===== src/rtl/t03_nes_pkg.sv =====
// t03_nes_pkg: shared state encoding and default timing for the NES controller poller.
package t03_nes_pkg;

    typedef enum logic [2:0] {IDLE, LATCH, LOW, HIGH, DONE, WAIT} nes_state_t;

    localparam int NES_LATCH_CYC = 120;
    localparam int NES_HALF_CYC  = 60;
    localparam int NES_POLL_CYC  = 166667;
    localparam int NES_BITS      = 8;

    function automatic int nes_max(input int a, input int b);
        return (a > b) ? a : b;
    endfunction

endpackage


===== src/rtl/nes_poll_ctrl_sync2.sv =====
// sync2: two-flop synchroniser for a single asynchronous input bit.
module sync2 #(
    parameter logic RST_VAL = 1'b0
) (
    input  logic clk,
    input  logic rst,
    input  logic d,
    output logic q
);

    logic meta_q;
    logic sync_q;

    always_ff @(posedge clk or posedge rst) begin
        if (rst) begin
            meta_q <= RST_VAL;
            sync_q <= RST_VAL;
        end else begin
            meta_q <= d;
            sync_q <= meta_q;
        end
    end

    assign q = sync_q;

endmodule


===== src/rtl/nes_poll_ctrl.sv =====
// nes_poll_ctrl: NES controller port timing master; latches the pad, clocks out 8 bits
// and strobes each synchronised bit plus a frame-complete pulse to the shift register.
module nes_poll_ctrl
    import t03_nes_pkg::*;
#(
    parameter int LATCH_CYC = NES_LATCH_CYC,
    parameter int HALF_CYC  = NES_HALF_CYC,
    parameter int POLL_CYC  = NES_POLL_CYC
) (
    input  logic clk,
    input  logic rst,
    input  logic enable,
    input  logic data_in,
    output logic nes_latch,
    output logic nes_pulse,
    output logic data_sync,
    output logic button_en,
    output logic finished,
    output logic busy
);

    localparam int PH_W = $clog2(nes_max(LATCH_CYC, HALF_CYC));
    localparam int PT_W = $clog2(POLL_CYC);
    localparam logic [PH_W-1:0] LATCH_END = PH_W'(LATCH_CYC - 1);
    localparam logic [PH_W-1:0] HALF_END  = PH_W'(HALF_CYC - 1);
    localparam logic [PT_W-1:0] POLL_END  = PT_W'(POLL_CYC - 1);
    localparam logic [2:0]      LAST_BIT  = 3'(NES_BITS - 1);

    if (POLL_CYC <= LATCH_CYC + 15 * HALF_CYC + 1 || LATCH_CYC < 2 || HALF_CYC < 3) begin : g_bad_params
        $error("nes_poll_ctrl: illegal timing parameters");
    end

    nes_state_t      state_q, state_d;
    logic [PH_W-1:0] phase_q, phase_d;
    logic [PT_W-1:0] timer_q, timer_d;
    logic [2:0]      bit_q, bit_d;
    logic            nes_latch_q, nes_latch_d;
    logic            nes_pulse_q, nes_pulse_d;
    logic            button_en_q, button_en_d;
    logic            finished_q, finished_d;
    logic            busy_q, busy_d;
    logic            frame_start;

    sync2 #(.RST_VAL(1'b1)) u_sync (
        .clk (clk),
        .rst (rst),
        .d   (data_in),
        .q   (data_sync)
    );

    always_comb begin
        state_d = state_q;
        bit_d   = bit_q;
        unique case (state_q)
            IDLE:    if (enable) state_d = LATCH;
            LATCH:   if (phase_q == LATCH_END) state_d = LOW;
            LOW:     if (phase_q == HALF_END) state_d = (bit_q == LAST_BIT) ? DONE : HIGH;
            HIGH: begin
                if (phase_q == HALF_END) begin
                    state_d = LOW;
                    bit_d   = bit_q + 3'd1;
                end
            end
            DONE:    state_d = enable ? WAIT : IDLE;
            WAIT:    state_d = !enable ? IDLE : (timer_q == POLL_END) ? LATCH : WAIT;
            default: state_d = IDLE;
        endcase
        frame_start = (state_d == LATCH) && (state_q != LATCH);
        if (frame_start) bit_d = '0;
        phase_d = (state_d != state_q) ? '0 : phase_q + 1'b1;
        // Poll period is measured from the first LATCH cycle and parks at its end while idle.
        timer_d = frame_start ? '0 : (timer_q == POLL_END) ? timer_q : timer_q + 1'b1;
        // Outputs are decoded from next-state values so they can be registered without lag.
        nes_latch_d = (state_d == LATCH);
        nes_pulse_d = (state_d == HIGH);
        button_en_d = (state_d == LOW) && (phase_d == HALF_END);
        finished_d  = (state_d == DONE);
        busy_d      = state_d inside {LATCH, LOW, HIGH, DONE};
    end

    always_ff @(posedge clk or posedge rst) begin
        if (rst) begin
            state_q     <= IDLE;
            phase_q     <= '0;
            timer_q     <= '0;
            bit_q       <= '0;
            nes_latch_q <= 1'b0;
            nes_pulse_q <= 1'b0;
            button_en_q <= 1'b0;
            finished_q  <= 1'b0;
            busy_q      <= 1'b0;
        end else begin
            state_q     <= state_d;
            phase_q     <= phase_d;
            timer_q     <= timer_d;
            bit_q       <= bit_d;
            nes_latch_q <= nes_latch_d;
            nes_pulse_q <= nes_pulse_d;
            button_en_q <= button_en_d;
            finished_q  <= finished_d;
            busy_q      <= busy_d;
        end
    end

    assign nes_latch = nes_latch_q;
    assign nes_pulse = nes_pulse_q;
    assign button_en = button_en_q;
    assign finished  = finished_q;
    assign busy      = busy_q;

endmodule


===== config.mk =====
export PLATFORM = sky130hd
export DESIGN_NAME = nes_poll_ctrl
export DESIGN_NICKNAME = d
export VERILOG_FILES = /design/src/rtl/t03_nes_pkg.sv /design/src/rtl/nes_poll_ctrl_sync2.sv /design/src/rtl/nes_poll_ctrl.sv
export SDC_FILE = /design/constraint.sdc
export NUM_CORES = 1
export LEC_CHECK = 0
export ABC_CLOCK_PERIOD_IN_PS = 3350
export CORE_MARGIN = 3
export CORE_UTILIZATION = 64
export DETAILED_ROUTE_END_ITERATION = 10
export GPL_TIMING_DRIVEN = 0
export PLACE_DENSITY_LB_ADDON = 0.2
export SYNTH_ARGS = -nofsm -noshare
export SYNTH_HDL_FRONTEND = slang
export SYNTH_SLANG_ARGS = --single-unit
export TNS_END_PERCENT = 30

===== constraint.sdc =====
create_clock -name clk -period 3.35 [get_ports clk]
set_input_delay 0.5025 -clock clk [delete_from_list [all_inputs] [get_ports clk]]
set_output_delay 0.5025 -clock clk [all_outputs]
set_load 0.02 [all_outputs]

==> results.txt, run 1 <==
- Post-detailed-routing wire length: 3.58 mm
* Final worst path period share: 68.8%
- Half-perimeter wire length after placement: 2.61 mm
* Placeable core region: 2880 µm²
- Async set-reset flop share out of synthesis: 100%
- Via count of the routed design: 1443
* Clk slew on worst S/H paths: 100 ps
- Total number of nets in the final design: 220
- H-Tree Level Count: 2
- Post-route design area: 2200 µm²
- Mean area per synthesized cell: 10.3 µm²
- For the worst setup path, the data required time is 3560 ps.
- Worst Setup Path Type: reg -> reg
- Counting distinct cell types in the post-synthesis netlist gives 41.
* Cell at the root of the clock tree: sky130_fd_sc_hd__clkbuf_4
* Total of cells resized after clock tree synthesis: 0
* Power Density: 696 nW/µm²
* Deepest clock path buffer count: 2
- The design draws 1.53 mW.
- Hold Buf Count CTS: 0
- For this run, the leading register cell type out of synthesis is sky130_fd_sc_hd__dfrtp_1.
* Actual transition at the worst max-transition pin: 747 ps
- Total setup violations reported at the end of the flow: 0
- First-iteration detailed-routing DRC count: 83
* GR Overflow Total: 0
- Final antenna-violating net count: 0
* Worst slack at placement: 1110 ps
* Detailed-routing iteration count for the pre-antenna-repair pass: 4
- The placed instances occupy a cell area of 2150 µm².
- For this run, the top clock speed supported by timing is 0.434 GHz.
* Clock Skew: 20.3 ps
- In this run the tightest slew margin relative to its limit is 50.1%.
* Netlist area before placement: 2010 µm²
- Number of enable flip-flop cells after synthesis: 0
- Across all setup checks in the final design, the least slack found is 1050 ps.
* Initial antenna violation count: 0
- For this configuration, the core starts out at a cell density of 69.8%.
- The worst setup path is captured at a flop.
* Cell row count: 19
- The post-route netlist has 17.5% of its cells at a drive strength greater than 1.
- Buffers inserted during post-CTS setup optimization: 0
- Largest fanout on the critical path: 8
- RSZ-0062 raised after global routing: no
* Top library cells by usage in the layout, fill and taps aside: 36 x sky130_fd_sc_hd__dfrtp_1, 20 x sky130_fd_sc_hd__nor2_2, 14 x sky130_fd_sc_hd__nor2_1, 12 x sky130_fd_sc_hd__nand3_1, 12 x sky130_fd_sc_hd__xnor2_1
- Of the synthesized area, sequential elements account for 47.5%.
* Number of max-cap violations: 0
* Post-Route Utilization: 76.5%
- The via count of the first global-routing pass came to 1371.
* Clock latency on the worst-skew pair: 360 ps
* Commonest non-fill, non-tap cell in the layout: sky130_fd_sc_hd__dfrtp_1
- The final max-slew violation count is 0.
- CTS saw 38 sinks.
- Via-per-instance ratio: 5.68
- Status: finished, final reports clean
- Die outline width: 62.0 µm
- TritonCTS created 5 clock buffers.
- STA classifies the critical path startpoint as a flop.
- Setup total negative slack on the finished layout was measured at 0 ps.
- Weighted congestion reported at the end of routability-driven placement: 0.828
* Top Ports: 10
- WP data arrival: 2520 ps
- Input and output buffers added on the ports amount to 9.
- Number of nets produced by synthesis: 204
- Total die area: 3850 µm²
- TritonCTS clock tree: yes
* Post-route minimum period: 2300 ps
* Max rail drop VDD: 0.000454 V
- Yosys printed 0 warnings.
- Overall global routing resource usage: 21.8%
* Avg WL per Cell: 14.1 µm
* Fin Hold WS: 364 ps
- Including well taps, the total number of placed cells is 246.
- Gate Count Post-Synth: 195
- Reported leakage power: 0.908 nW
* Antenna Cells: 0
- Register-to-register setup slack: 1050 ps
- Compared with the post-synthesis result, the final layout area differs by 9.53%.
- Worst min-delay path class: reg -> reg
- Hold Violations, Final: 0
* Largest net degree at the start of global routing: 39
- First-pass GRT wire length: 6.07 mm
- For this run, design rule violations remaining after detail routing come to 0.
- Number of non-filler instances in the completed layout: 254
- Synthesis inferred 38 register bits.
* Die height: 62.0 µm
logic make-up (layout without fill, tap and decap cells):
logic type | after synthesis | count (layout) | synth area share [%]
simple gates | 95 | 95 | 27.9
flops | 38 | 38 | 47.5
xor+xnor | 23 | 23 | 10.0
compound gates | 20 | 20 | 6.60
buf+inv | 12 | 29 | 3.93
fa+ha+maj | 5 | 5 | 3.12
mux | 2 | 2 | 0.997
area by class of cell:
cell class	count	area, µm²
Multi-Input combinational cell	145	976
Sequential cell	38	953
Fill cell	220	677
Timing Repair Buffer	9	90.1
Buffer	5	52.6
Tap cell	42	52.6
Clock buffer	8	48.8
Inverter	7	26.3
flip-flops by register name (all words and copies together) (netlist names):
name           flops
bit_q              3
busy               1
button_en          1
finished           1
nes_latch          1
nes_pulse          1
phase_q            7
state_q            3
timer_q           18
u_sync.meta_q      1
u_sync.q           1
per-layer routing:
metal / part of all wire (%) / track usage [%] / up-vias
li1: - / - / 707
met1: 45 / 28.1 / 700
met2: 49 / 35.5 / 28
met3: 4.2 / 6.20 / 8
met4: 1.5 / 6.97 / 0
met5: 0 / 0 / -
Yosys cell counts, types with 2 or more instances:
| library cell | count | area share, % |
|---|---|---|
| sky130_fd_sc_hd__buf_12 | 2 | 2.0 |
| sky130_fd_sc_hd__nor2_1 | 14 | 2.6 |
| sky130_fd_sc_hd__nand3_1 | 12 | 3.0 |
| sky130_fd_sc_hd__o21ai_0 | 3 | 0.75 |
| sky130_fd_sc_hd__and4_1 | 2 | 0.87 |
| sky130_fd_sc_hd__nand2_1 | 11 | 2.1 |
| sky130_fd_sc_hd__nand4_1 | 3 | 0.93 |
| sky130_fd_sc_hd__xnor2_1 | 12 | 5.2 |
| sky130_fd_sc_hd__inv_1 | 7 | 1.3 |
| sky130_fd_sc_hd__dfstp_2 | 2 | 2.6 |
| sky130_fd_sc_hd__nand2b_1 | 2 | 0.62 |
| sky130_fd_sc_hd__o22ai_1 | 3 | 0.93 |
| sky130_fd_sc_hd__nor3_1 | 11 | 2.7 |
| sky130_fd_sc_hd__xor2_1 | 11 | 4.8 |
| sky130_fd_sc_hd__and3_1 | 2 | 0.62 |
| sky130_fd_sc_hd__dfrtp_1 | 36 | 45 |
| sky130_fd_sc_hd__ha_1 | 5 | 3.1 |
| sky130_fd_sc_hd__mux2i_1 | 2 | 1.0 |
| sky130_fd_sc_hd__nand4b_1 | 5 | 2.2 |
| sky130_fd_sc_hd__nor2_2 | 20 | 6.2 |
| sky130_fd_sc_hd__nor2b_1 | 3 | 0.93 |
| sky130_fd_sc_hd__clkbuf_1 | 2 | 0.37 |
| sky130_fd_sc_hd__a21oi_1 | 7 | 1.7 |
report_power, final:
group	switching [mW]	internal, mW
registers	0.143	0.583
clock network	0.143	0.0836
logic	0.309	0.270
final timing paths:
check | startpoint | endpoint | depth (start not counted)
hold reg to reg | u_sync.meta_q$_DFF_PP1_ | u_sync.q$_DFF_PP1_ | 0
hold / removal | u_sync.meta_q$_DFF_PP1_ | u_sync.q$_DFF_PP1_ | 0
max in group asynchronous | rst | button_en$_DFF_PP0_ | 2
setup reg to reg | phase_q[0]$_DFF_PP0_ | phase_q[2]$_DFF_PP0_ | 7
setup / recovery | phase_q[0]$_DFF_PP0_ | phase_q[2]$_DFF_PP0_ | 7
min in group asynchronous | rst | bit_q[1]$_DFFE_PP0P_ | 2
worst max-delay path: stages (launching register included):
cell                       delay, ps
sky130_fd_sc_hd__dfrtp_1         440
sky130_fd_sc_hd__ha_1            170
sky130_fd_sc_hd__clkbuf_1        290
sky130_fd_sc_hd__nand3_1         230
sky130_fd_sc_hd__nor2_1          260
sky130_fd_sc_hd__o21ai_0         150
sky130_fd_sc_hd__o22ai_1         510
sky130_fd_sc_hd__nor3_1          130
(Power assumes the default switching activity.)
==> run 2: changes to the inputs <==
--- a/config.mk
+++ b/config.mk
@@ -5,9 +5,9 @@
 export SDC_FILE = /design/constraint.sdc
 export NUM_CORES = 1
 export LEC_CHECK = 0
-export ABC_CLOCK_PERIOD_IN_PS = 3350
+export ABC_CLOCK_PERIOD_IN_PS = 1850
 export CORE_MARGIN = 3
-export CORE_UTILIZATION = 64
+export CORE_UTILIZATION = 53
 export DETAILED_ROUTE_END_ITERATION = 10
 export GPL_TIMING_DRIVEN = 0
 export PLACE_DENSITY_LB_ADDON = 0.2
==> constraint.sdc (replaced) <==
create_clock -name clk -period 1.85 [get_ports clk]
set_input_delay 0.2775 -clock clk [delete_from_list [all_inputs] [get_ports clk]]
set_output_delay 0.2775 -clock clk [all_outputs]
set_load 0.02 [all_outputs]
==> results.txt, run 2 (synthesis results as in run 1) <==
- Status: complete, but fails checks (was finished, final reports clean)
* Violations in the final reports: setup timing
* Total CTS buffers: 5 (unchanged)
* Die outline width: 67.6 µm (was 62.0 µm)
- WP data arrival: 2070 ps (was 2520 ps)
* Via-per-instance ratio: 5.59 (was 5.68)
- Startpoint Class: flop (unchanged)
- Power Density: 1300 nW/µm² (was 696 nW/µm²)
* Worst min-delay path class: reg -> reg (unchanged)
* Commonest non-fill, non-tap cell in the layout: sky130_fd_sc_hd__dfrtp_1 (unchanged)
- The total clock sinks was 38 (unchanged).
- The source of the worst hold timing path is u_sync.meta_q$_DFF_PP1_ (unchanged).
- The wire length of the first global-routing pass was 6.73 mm (was 6.07 mm).
* First-iteration detailed-routing DRC count: 80 (was 83)
* Hold Buf Count CTS: 0 (unchanged)
* Weighted congestion reported at the end of routability-driven placement: 0.811 (was 0.828)
- Largest fanout on the critical path: 7 (was 8)
- Number of non-filler instances in the completed layout: 266 (was 254)
- The total placed instance area is 2160 µm² (was 2150 µm²).
* R2R cell count: 7 (unchanged)
* Critical Path End Type: flop (unchanged)
- The global router's overall resource usage came to 20.3% (was 21.8%).
- Reported leakage power: 1.01 nW (was 0.908 nW)
- Cell row count: 21 (was 19)
- The final max-slew violation count was 0 (unchanged).
- The total half-perimeter wirelength after legalization and detailed placement is 2.59 mm (was 2.61 mm).
- The residual overflow from global routing was 0 (unchanged).
- The terminating pin of the worst hold path is u_sync.q$_DFF_PP1_ (unchanged).
* Die height: 67.6 µm (was 62.0 µm)
- Largest registers ranked by flip-flop count: timer_q (18), phase_q (7) (unchanged).
* Post-route minimum period: 1900 ps (was 2300 ps)
* Cell at the root of the clock tree: sky130_fd_sc_hd__clkbuf_8 (was sky130_fd_sc_hd__clkbuf_4)
- The top-level port count came to 10 (unchanged).
* Data required time of the critical path: 2020 ps (was 3560 ps)
- Reg2reg start: timer_q[16]$_DFFE_PP0P_ (was phase_q[0]$_DFF_PP0_)
* Final worst path period share: 102% (was 68.8%)
- Post-detailed-routing wire length: 3.96 mm (was 3.58 mm)
* Hold Violations, Final: 0 (unchanged)
* Remaining design rule violation count: 0 (unchanged)
- The clock transition time at the flip-flop clock pins of the worst setup and hold paths came to 70 ps (was 100 ps).
* Min-Delay Path Depth: 0 (unchanged)
* Register-to-register setup slack: -50 ps (was 1050 ps)
- Fraction of final layout cells sized beyond drive strength 1: 32.7% (was 17.5%)
- The worst-skew pair later-pin latency was 290 ps (was 360 ps).
- Top library cells by usage in the layout, fill and taps aside: 34 x sky130_fd_sc_hd__dfrtp_1, 22 x sky130_fd_sc_hd__nor2_2, 12 x sky130_fd_sc_hd__nor2_1, 12 x sky130_fd_sc_hd__xnor2_1 (was 36 x sky130_fd_sc_hd__dfrtp_1, 20 x sky130_fd_sc_hd__nor2_2, 14 x sky130_fd_sc_hd__nor2_1, 12 x sky130_fd_sc_hd__nand3_1, 12 x sky130_fd_sc_hd__xnor2_1).
- Effective utilization at floorplan: 57.5% (was 69.8%)
- The final worst-path setup slack came to -45.4 ps (was 1050 ps).
- The worst max-slew margin expressed relative to the limit was 48.1% (was 50.1%).
* Total setup violations reported at the end of the flow: 7 (was 0)
* H-Tree Level Count: 2 (unchanged)
* Flip-flop count of the largest register after layout: 18 (unchanged)
- Initial antenna violation count: 0 (unchanged)
- Placed cell count: 250 (was 246)
* Number of global-route vias before repair: 1447 (was 1371)
- Via count of the routed design: 1488 (was 1443)
* Largest Register: timer_q (unchanged)
* Endpoint of the worst register-to-register path: phase_q[5]$_DFF_PP0_ (was phase_q[2]$_DFF_PP0_)
* Detailed-routing iteration count for the pre-antenna-repair pass: 4 (unchanged)
- Number of max-cap violations: 0 (unchanged)
* Fin Hold WS: 361 ps (was 364 ps)
- The number of nets with antenna violations after routing is 0 (unchanged).
- The clock tree from TritonCTS was yes (unchanged).
- The final standard cell area without fillers is 2440 µm² (was 2200 µm²).
- The number of buffers on the longest clock path was 2 (unchanged).
- Total number of nets in the final design: 230 (was 220)
- Antenna Cells: 0 (unchanged)
- Placeable core region: 3490 µm² (was 2880 µm²)
- Peak clock frequency supported by timing: 0.528 GHz (was 0.434 GHz)
* Avg WL per Cell: 14.9 µm (was 14.1 µm)
- Total die area: 4560 µm² (was 3850 µm²)
- The count of buffers from port buffering was 9 (unchanged).
- Clock Skew: 6.20 ps (was 20.3 ps)
- RSZ-0062 raised after global routing: yes (was no)
- The worst IR drop on VDD came to 0.000970 V (was 0.000454 V).
- Worst Setup Path Type: reg -> reg (unchanged)
- Actual transition at the worst max-transition pin: 778 ps (was 747 ps)
* Largest net degree at the start of global routing: 39 (unchanged)
- Synth-to-Final Area Change: 21.7% (was 9.53%)
-- run 2: routing by layer --
metal,global-route usage [%],wire length [µm],vias up
met5,0,0,-
met4,9.11,62,0
met3,5.16,191,7
met2,33.9,1940,43
met1,24.6,1770,711
li1,-,-,727
-- run 2: worst max-delay path by stage --
stage,start,endpoint,slack (ps),cells after the start
5_1_grt,timer_q[16]$_DFFE_PP0P_,phase_q[5]$_DFF_PP0_,-110,7
6_report,timer_q[16]$_DFFE_PP0P_,phase_q[5]$_DFF_PP0_,-50,7
3_3_place_gp,phase_q[0]$_DFF_PP0_,phase_q[3]$_DFF_PP0_,-170,7
3_5_place_dp,phase_q[0]$_DFF_PP0_,phase_q[5]$_DFF_PP0_,-250,7
4_1_cts,timer_q[16]$_DFFE_PP0P_,timer_q[3]$_DFFE_PP0P_,-60,6
2_1_floorplan,timer_q[10]$_DFFE_PP0P_,timer_q[4]$_DFFE_PP0P_,20,6
-- run 2: timing repair --
| action | CTS | global route |
|---|---|---|
| pin swaps | 5 | 11 |
| gates resized for setup | 14 | 20 |
| buffers inserted | 7 | 4 |
| setup endpoints to repair | 31 | 32 |
-- run 2: area by class of cell --
| type | count | area [µm²] |
|---|---|---|
| clock buffers | 6 | 82.6 |
| multi-input cells | 145 | 1090 |
| well taps | 46 | 57.6 |
| fillers | 245 | 1050 |
| inverters | 7 | 26.3 |
| plain buffers | 4 | 56.3 |
| repair buffers | 20 | 176 |
| flip-flops and latches | 38 | 956 |
-- run 2: metrics by stage --
stage	setup slack (ps)	TNS, ps	total power [mW]	util (%)
after global routing	-107	-1520	3.41	69.9
after global placement	-170	-4800	2.30	61.7
after floorplan	23.9	0	2.12	-
final	-45.4	-212	3.19	69.9
after detailed placement	-251	-7700	2.37	61.7
after CTS	-58.8	-1420	3.05	67.2
-- run 2: where the power goes --
| group | leakage [nW] | switching, mW | internal, mW |
|---|---|---|---|
| Clock | 0.0431 | 0.265 | 0.287 |
| Combinational | 0.495 | 0.639 | 0.641 |
| Sequential | 0.474 | 0.294 | 1.06 |
| Total | 1.01 | 1.20 | 1.99 |
-- run 2: critical path, cell delays in order (launching register included) --
cell and delay (ps):
sky130_fd_sc_hd__dfrtp_1 380, sky130_fd_sc_hd__or4_4 550, sky130_fd_sc_hd__nor4_4 180, sky130_fd_sc_hd__buf_4 170, sky130_fd_sc_hd__nand3_2 80, sky130_fd_sc_hd__a21oi_2 180, sky130_fd_sc_hd__buf_6 170, sky130_fd_sc_hd__nor3_1 60
==> run 3: changes to the inputs <==
--- a/config.mk
+++ b/config.mk
@@ -6,11 +6,13 @@
 export NUM_CORES = 1
 export LEC_CHECK = 0
 export ABC_CLOCK_PERIOD_IN_PS = 1850
+export CORE_ASPECT_RATIO = 0.8
 export CORE_MARGIN = 3
 export CORE_UTILIZATION = 53
 export DETAILED_ROUTE_END_ITERATION = 10
 export GPL_TIMING_DRIVEN = 0
 export PLACE_DENSITY_LB_ADDON = 0.2
+export REMOVE_ABC_BUFFERS = 1
 export SYNTH_ARGS = -nofsm -noshare
 export SYNTH_HDL_FRONTEND = slang
 export SYNTH_SLANG_ARGS = --single-unit
==> results.txt, run 3 (synthesis results as in run 1) <==
* Status: complete, but fails checks (unchanged)
- Violations in the final reports: setup timing (unchanged)
* Worst slew slack as a fraction of its limit: 48.0% (was 48.1%)
* TritonCTS clock tree: yes (unchanged)
- Largest registers ranked by flip-flop count: timer_q (18), phase_q (7) (unchanged).
- Via-per-instance ratio: 5.91 (was 5.59)
- Die outline width: 74.8 µm (was 67.6 µm)
- Post-detailed-routing wire length: 4.30 mm (was 3.96 mm)
- The top-level port count is 10 (unchanged).
* Commonest non-fill, non-tap cell in the layout: sky130_fd_sc_hd__dfrtp_1 (unchanged)
- The number of antenna violations at the first check in global routing is 0 (unchanged).
- PnR worst setup slack: -40.4 ps (was -45.4 ps)
* Largest net degree at the start of global routing: 39 (unchanged)
* First-iteration detailed-routing DRC count: 146 (was 80)
* Flip-flop count of the largest register after layout: 18 (unchanged)
* Clock Skew: 9.36 ps (was 6.20 ps)
- The net count of the finished layout came to 225 (was 230).
* Placeable core region: 3540 µm² (was 3490 µm²)
- The time the final worst path needs with I/O delays and setup is 1890 ps (was 1900 ps).
- Total CTS buffers: 5 (unchanged)
- Via count of the routed design: 1531 (was 1488)
- Cell at the root of the clock tree: sky130_fd_sc_hd__clkbuf_8 (unchanged)
- Hold Violations, Final: 0 (unchanged)
- WP data arrival: 2070 ps (about the same)
- Total clock sinks: 38 (unchanged)
- Top library cells by usage in the layout, fill and taps aside: 30 x sky130_fd_sc_hd__dfrtp_1, 21 x sky130_fd_sc_hd__nor2_2, 13 x sky130_fd_sc_hd__nor2_1, 12 x sky130_fd_sc_hd__xnor2_1 (was 34 x sky130_fd_sc_hd__dfrtp_1, 22 x sky130_fd_sc_hd__nor2_2, 12 x sky130_fd_sc_hd__nor2_1, 12 x sky130_fd_sc_hd__xnor2_1).
- The layout cell share with drive strength beyond 1 was 30.4% (was 32.7%).
- Peak clock frequency supported by timing: 0.529 GHz (was 0.528 GHz)
- Layout filler cell count: 248 (was 245)
- The worst min-delay path class is reg -> reg (unchanged).
- The critical path's slowest cell is sky130_fd_sc_hd__or4_4 (unchanged).
* Number of buffer and inverter instances along the worst setup path: 0 (was 2)
- Final worst path period share: 102% (about the same)
- The via count of the first global-routing pass was 1488 (was 1447).
- The total half-perimeter wirelength after legalization and detailed placement was 2.59 mm (about the same).
* Deepest clock path buffer count: 2 (unchanged)
- Total die area: 4570 µm² (was 4560 µm²)
* Critical Path End Type: flop (unchanged)
- Worst slack at placement: -345 ps (was -251 ps)
- Remaining design rule violation count: 0 (unchanged)
- Area of the multi-input gates: 1110 µm² (was 1090 µm²)
- The count of buffers from port buffering came to 9 (unchanged).
* Max rail drop VDD: 0.000653 V (was 0.000970 V)
- Effective utilization at floorplan: 56.7% (was 57.5%)
- Largest fanout on the critical path: 6 (was 7)
* RSZ-0062 raised after global routing: yes (unchanged)
- The post-route core utilization is 68.7% (was 69.9%).
- Total setup violations reported at the end of the flow: 7 (unchanged)
- First-pass GRT wire length: 6.95 mm (was 6.73 mm)
- Startpoint Class: flop (unchanged)
- The clock transition time at the flip-flop clock pins of the worst setup and hold paths was 80 ps (was 70 ps).
* Detailed-routing iteration count for the pre-antenna-repair pass: 4 (unchanged)
* CP peak stage delay: 540 ps (was 550 ps)
- Final Max Slew Viols: 0 (unchanged)
- The final setup TNS is -201 ps (was -212 ps).
* Reported leakage power: 0.980 nW (was 1.01 nW)
- Antenna Cells: 0 (unchanged)
- The total power divided by cell area is 1420 nW/µm² (was 1300 nW/µm²).
* Cell row count: 19 (was 21)
- Clock latency on the worst-skew pair: 290 ps (about the same)
- Cell chain of the critical path: or4_4, nor4_4, and4_4, o21a_4, nor2_1 (was or4_4, nor4_4, buf_4, nand3_2, a21oi_2, buf_6, nor3_1)
* Worst Setup Path Type: reg -> reg (unchanged)
- Overall global routing resource usage: 20.5% (was 20.3%)
- Avg WL per Cell: 16.6 µm (was 14.9 µm)
* Weighted congestion reported at the end of routability-driven placement: 0.818 (was 0.811)
* Kind of cell adding the most delay to the critical path: simple AND/OR/NAND/NOR gates (unchanged)
- Die height: 61.1 µm (was 67.6 µm)
- The data required time of the critical path was 2030 ps (was 2020 ps).
- Actual transition at the worst max-transition pin: 779 ps (was 778 ps)
* Synth-to-Final Area Change: 21.2% (was 21.7%)
- Final antenna-violating net count: 0 (unchanged)
- The residual overflow from global routing came to 0 (unchanged).
* Sequential cell area: 961 µm² (was 956 µm²)
- Fin Hold WS: 362 ps (was 361 ps)
- Number of max-cap violations: 0 (unchanged)
* H-Tree Level Count: 2 (unchanged)
- The quantity of hold-fixing buffers added after cts was 0 (unchanged).
- The register with the most flip-flops is timer_q (unchanged).
[run 3: layout make-up]
class | count | share of cell area, %
multi-input combinational | 148 | 45.4
sequential | 38 | 39.5
timing repair buffer | 16 | 6.01
clock buffer | 6 | 3.39
clock inverter | 2 | 2.47
tap | 42 | 2.16
inverter | 7 | 1.08
[run 3: through the flow]
step | cell area [µm²] | cells | total power [mW]
floorplan | 1960 | 190 | 2.07
global placement | 2100 | 241 | 2.25
detailed placement | 2100 | 241 | 2.33
CTS | 2330 | 255 | 3.31
global route | 2430 | 259 | 3.67
finish | 2430 | 259 | 3.46
[run 3: worst paths after layout]
path                                    startpoint                endpoint  slack (ps)  cells after the start
setup / recovery           timer_q[13]$_DFFE_PP0P_  timer_q[9]$_DFFE_PP0P_         -40                      5
hold / removal             u_sync.meta_q$_DFF_PP1_      u_sync.q$_DFF_PP1_         360                      0
setup reg to reg           timer_q[13]$_DFFE_PP0P_  timer_q[9]$_DFFE_PP0P_         -40                      5
hold reg to reg            u_sync.meta_q$_DFF_PP1_      u_sync.q$_DFF_PP1_         360                      0
max in group asynchronous                      rst    phase_q[2]$_DFF_PP0_         860                      2
min in group asynchronous                      rst    phase_q[6]$_DFF_PP0_         450                      2
[run 3: metal layers]
metal	up-vias	wire [µm]	track usage, %
met5	-	0	0
li1	719	-	-
met2	42	1980	31.1
met3	8	209	4.89
met1	762	2040	28.1
met4	0	65	9.14
[run 3: timing repair]
| item | CTS | global route |
|---|---|---|
| pin swaps | 4 | 18 |
| endpoints found under the hold margin | 0 | 0 |
| resized for setup | 10 | 19 |
| buffers inserted | 4 | 3 |
| cloned | 2 | 1 |
| endpoints found under the setup margin | 32 | 33 |
[run 3: where the power goes]
group	switching [mW]	total (mW)	internal, mW
Combinational	0.597	1.20	0.608
Clock	0.292	0.867	0.575
Sequential	0.315	1.39	1.07
Total	1.20	3.46	2.25
